$ cat config.mk
export PLATFORM = sky130hd
export DESIGN_NAME = uart_rx_fifo
export DESIGN_NICKNAME = d
export VERILOG_FILES = /design/src/rtl/uart_rx_fifo.sv
export SDC_FILE = /design/constraint.sdc
export NUM_CORES = 1
export LEC_CHECK = 0
export BUFFER_PORTS_ARGS = -buffer_cell sky130_fd_sc_hd__buf_2
export CORE_MARGIN = 4
export CORE_UTILIZATION = 44
export DETAILED_ROUTE_END_ITERATION = 10
export GPL_TIMING_DRIVEN = 0
export HOLD_SLACK_MARGIN = 0.05
export PLACE_DENSITY = 0.62
export REMOVE_ABC_BUFFERS = 1
export SKIP_CTS_REPAIR_TIMING = 1
export SYNTH_ARGS = -nofsm -noshare
export SYNTH_HDL_FRONTEND = slang
export SYNTH_SLANG_ARGS = --single-unit
$ cat constraint.sdc
create_clock -name clk -period 7.42 [get_ports clk]
set_input_delay 1.855 -clock clk [delete_from_list [all_inputs] [get_ports clk]]
set_output_delay 1.855 -clock clk [all_outputs]
set_load 0.05 [all_outputs]
$ cat src/rtl/uart_rx_fifo.sv
// Receive buffer behind the UART receiver: synchronises the rx_done level, turns each
// rising edge into one write strobe and queues bytes in a first-word-fall-through FIFO.
module uart_rx_fifo #(
    parameter int DEPTH = 16,
    parameter int AW    = 4
) (
    input  logic          clk,
    input  logic          rst,
    input  logic [7:0]    rx_data,
    input  logic          rx_done,
    output logic [7:0]    rd_data,
    output logic          rd_valid,
    input  logic          rd_ready,
    output logic [AW:0]   count,
    output logic          full,
    output logic          empty,
    output logic          overrun,
    input  logic          clr_ovr
);

    localparam logic [AW:0] DEPTH_C = (AW+1)'(DEPTH);

    logic          s1, s2, s3;
    logic          warm1, warm2, armed;
    logic          wr_stb, pop, wr_en, drop;
    logic [AW-1:0] wr_ptr, rd_ptr;
    logic [AW:0]   count_q;
    logic          overrun_q;
    logic [7:0]    mem [DEPTH];

    // armed only after s2 has shown a genuine low sample since reset, so a rx_done
    // level still high across reset release cannot masquerade as a fresh byte.
    always_ff @(posedge clk or negedge rst) begin
        if (!rst) begin
            s1    <= 1'b0;
            s2    <= 1'b0;
            s3    <= 1'b0;
            warm1 <= 1'b0;
            warm2 <= 1'b0;
            armed <= 1'b0;
        end else begin
            s1    <= rx_done;
            s2    <= s1;
            s3    <= s2;
            warm1 <= 1'b1;
            warm2 <= warm1;
            if (warm2 && !s2) begin
                armed <= 1'b1;
            end
        end
    end

    assign wr_stb = s2 & ~s3 & armed;
    assign pop    = rd_valid & rd_ready;
    assign wr_en  = wr_stb & (~full | pop);
    assign drop   = wr_stb & full & ~pop;

    always_ff @(posedge clk) begin
        if (wr_en) begin
            mem[wr_ptr] <= rx_data;
        end
    end

    always_ff @(posedge clk or negedge rst) begin
        if (!rst) begin
            wr_ptr    <= '0;
            rd_ptr    <= '0;
            count_q   <= '0;
            overrun_q <= 1'b0;
        end else begin
            if (wr_en) begin
                wr_ptr <= wr_ptr + 1'b1;
            end
            if (pop) begin
                rd_ptr <= rd_ptr + 1'b1;
            end
            case ({wr_en, pop})
                2'b10:   count_q <= count_q + 1'b1;
                2'b01:   count_q <= count_q - 1'b1;
                default: count_q <= count_q;
            endcase
            if (drop) begin
                overrun_q <= 1'b1;
            end else if (clr_ovr) begin
                overrun_q <= 1'b0;
            end
        end
    end

    assign count    = count_q;
    assign full     = (count_q == DEPTH_C);
    assign empty    = (count_q == '0);
    assign rd_valid = ~empty;
    assign overrun  = overrun_q;
    // Memory is not reset, so the head is masked while empty to give a defined 00.
    assign rd_data  = empty ? 8'h00 : mem[rd_ptr];

endmodule

==> reports/results.ini <==
[routing]
drc=0
via_per_inst=5.30
drtIter0Drc=174
avgRoutedWirePerCell_um=19.6
wirelength_um=10500
detail-route-antenna-nets=0
via_count=2849
firstDrtPassIters=4

[place]
gp_congestion=0.768
port_buffers=29
hpwl_um=6560
post-place-ws_ns=3.02

[grt]
antenna_found_initial=0
track_usage_pct=14.3
grt_pass1_wl_um=16600
grt-ovfl-total=0
grt_max_degree=33
grt_pass1_vias=3002

[setup_path]
crit_arrival_ns=2.89
cp.required_ns=5.57
worst_setup_path_end_kind=output pin
cp-start-kind=flop
worstSetupPathType=flop to output pin
rrSetupSlack_ns=4.74
critPathMaxFanout=25

[clocking]
htree_levels=4
cts_buffer_depth=2
path_clk_slew_ns=0.05
cts_buffers=17
root_buffer=clkbuf_16
cts_sinks=148
clkLatencyLatePin_ns=0.41
cts_tree=done

[sta]
hold_violations=0
grt_setup_unrepaired=no
relSlewSlack_pct=13.0
fmax_ghz=0.211
fin_skew_ns=0.00417
worstMarginPinSlew_ns=1.31
finalSetupViolations=0
hold_slack_ns=0.349
min_period_ns=4.74
finalCritPeriodShare_pct=63.9
fin_ws_ns=2.68
drv_slew=0
tns_ns=0

[layout]
fin_nets=373
antenna_cells=0
layout-drive-gt1-share_pct=26.2
multi_input_area_mm2=0.00161
regArea_mm2=0.00435
fillCellCount=1115
synthToLayoutAreaGrowth_pct=12.7

[yosys]
ys_ff_latch=148
synth_enable_flop_cells=128
ys_types=42
synth.yosys.seq_area_share_pct=71.2
yosysWarningCount=0
syn_inst=314
synth_area_mm2=0.00610
syn_area_per_cell_um2=19.4
async_flop_share_pct=13.5
synth_flop_cell=edfxtp_1

[pwr]
powerDensity_mw_per_mm2=391
irDropWorstVdd_uv=317
p_leak_nw=2.41

[flow_run]
max_cap_viol_count=0

[floorplan]
die_height_um=126
start_util_pct=45.5
fp.dieW_um=126
core_area_mm2=0.0134
die_area_mm2=0.0158
pin_count=30
rows=42

[min_path]
hp-class=flop to flop

[outcome]
status=completed

==> Yosys cell counts, drive strengths merged, types with 8 or more instances <==
| master | count | area [µm²] |
|---|---|---|
| inv | 15 | 56.3 |
| o21ai | 9 | 52.6 |
| xnor2 | 8 | 70.1 |
| mux4 | 32 | 754 |
| mux2 | 11 | 131 |
| mux2i | 12 | 120 |
| ha | 8 | 100 |
| dfrtp | 20 | 500 |
| edfxtp | 128 | 3840 |
| nand2 | 8 | 32.5 |
| a21oi | 11 | 55.1 |
| buf | 10 | 86.3 |
| and2 | 12 | 75.1 |
==> metal layers <==
metal / part of all wire [%] / track usage, % / up-vias / wire [µm]
met5: 0 / 0 / - / 0
met4: 1.6 / 5.55 / 0 / 169
met3: 3.9 / 3.98 / 12 / 406
met2: 52 / 23.9 / 61 / 5440
met1: 43 / 17.8 / 1461 / 4510
li1: - / - / 1315 / -
==> logic make-up after synthesis <==
family                   synth area share [%]
AO/OA/AOI/OAI                            2.69
XOR/XNOR                                 1.29
adder cells (fa/ha/maj)                  1.97
buffers and inverters                    2.46
flip-flops                               71.2
multiplexers                             16.5
other                                  0.0615
AND/OR/NAND/NOR                          3.82
==> cell usage in the layout, fill, tap and decap left out, types with 3 or more instances in the layout <==
master | synthesis | routed
edfxtp_1 | 128 | 128
buf_2 | 5 | 29
mux4_2 | 23 | 23
dfrtp_1 | 20 | 18
clkbuf_16 | 0 | 17
inv_1 | 14 | 14
mux2i_1 | 12 | 12
and2_1 | 12 | 12
a21oi_1 | 11 | 11
mux2_2 | 9 | 9
mux4_1 | 9 | 9
xnor2_1 | 8 | 8
ha_1 | 8 | 8
nand2_1 | 7 | 7
nor2_1 | 6 | 6
o21ai_0 | 5 | 5
clkinv_2 | 0 | 5
clkinv_1 | 0 | 5
and3b_1 | 3 | 3
clkbuf_1 | 2 | 3
==> cell type report <==
cell class | count | share of cell area, %
Clock buffer | 20 | 6.35
Clock inverter | 10 | 0.637
Inverter | 15 | 0.819
Multi-Input combinational cell | 139 | 23.4
Sequential cell | 148 | 63.2
Tap cell | 176 | 3.20
Timing Repair Buffer | 30 | 2.40
==> flip-flops by register name, indices dropped and copies added, names as in the netlist, 4 cells and up <==
register and flops:
count 5, wr_ptr 4, mem 128, rd_ptr 4
==> metrics by stage <==
step	std cells	power (mW)	utilization (%)	area, µm²
after floorplan	302	1.78	-	6010
after global placement	507	1.99	47.5	6370
after detailed placement	508	2.01	47.7	6390
after CTS	538	2.72	51.3	6870
after global routing	538	2.82	51.3	6870
final	538	2.69	51.3	6870
==> worst max-delay path: stages (launching register included) <==
cell and delay [ns]:
dfrtp_1 1.20, mux4_2 0.43, mux2_2 0.27, o21ai_0 0.22, a21oi_1 0.08, buf_2 0.25
==> power by group <==
| part | internal, mW | total (mW) | switching, mW |
|---|---|---|---|
| sequential | 0.978 | 1.12 | 0.139 |
| combinational | 0.373 | 0.866 | 0.492 |
| clock | 0.412 | 0.703 | 0.290 |
| total | 1.76 | 2.69 | 0.921 |
==> final timing paths <==
| path | startpoint | end | cells past startpoint |
|---|---|---|---|
| hold reg to reg | s1$_DFF_PN0_ | s2$_DFF_PN0_ | 0 |
| setup / recovery | rd_ptr[3]$_DFFE_PN0P_ | rd_data[1] | 5 |
| hold / removal | s1$_DFF_PN0_ | s2$_DFF_PN0_ | 0 |
| setup reg to reg | count[1]$_DFFE_PN0P_ | count[4]$_DFFE_PN0P_ | 9 |
| min in group asynchronous | rst | count[0]$_DFFE_PN0P_ | 1 |
| max in group asynchronous | rst | rd_ptr[0]$_DFFE_PN0P_ | 1 |
No activity file was read; power rests on OpenSTA's default activity.
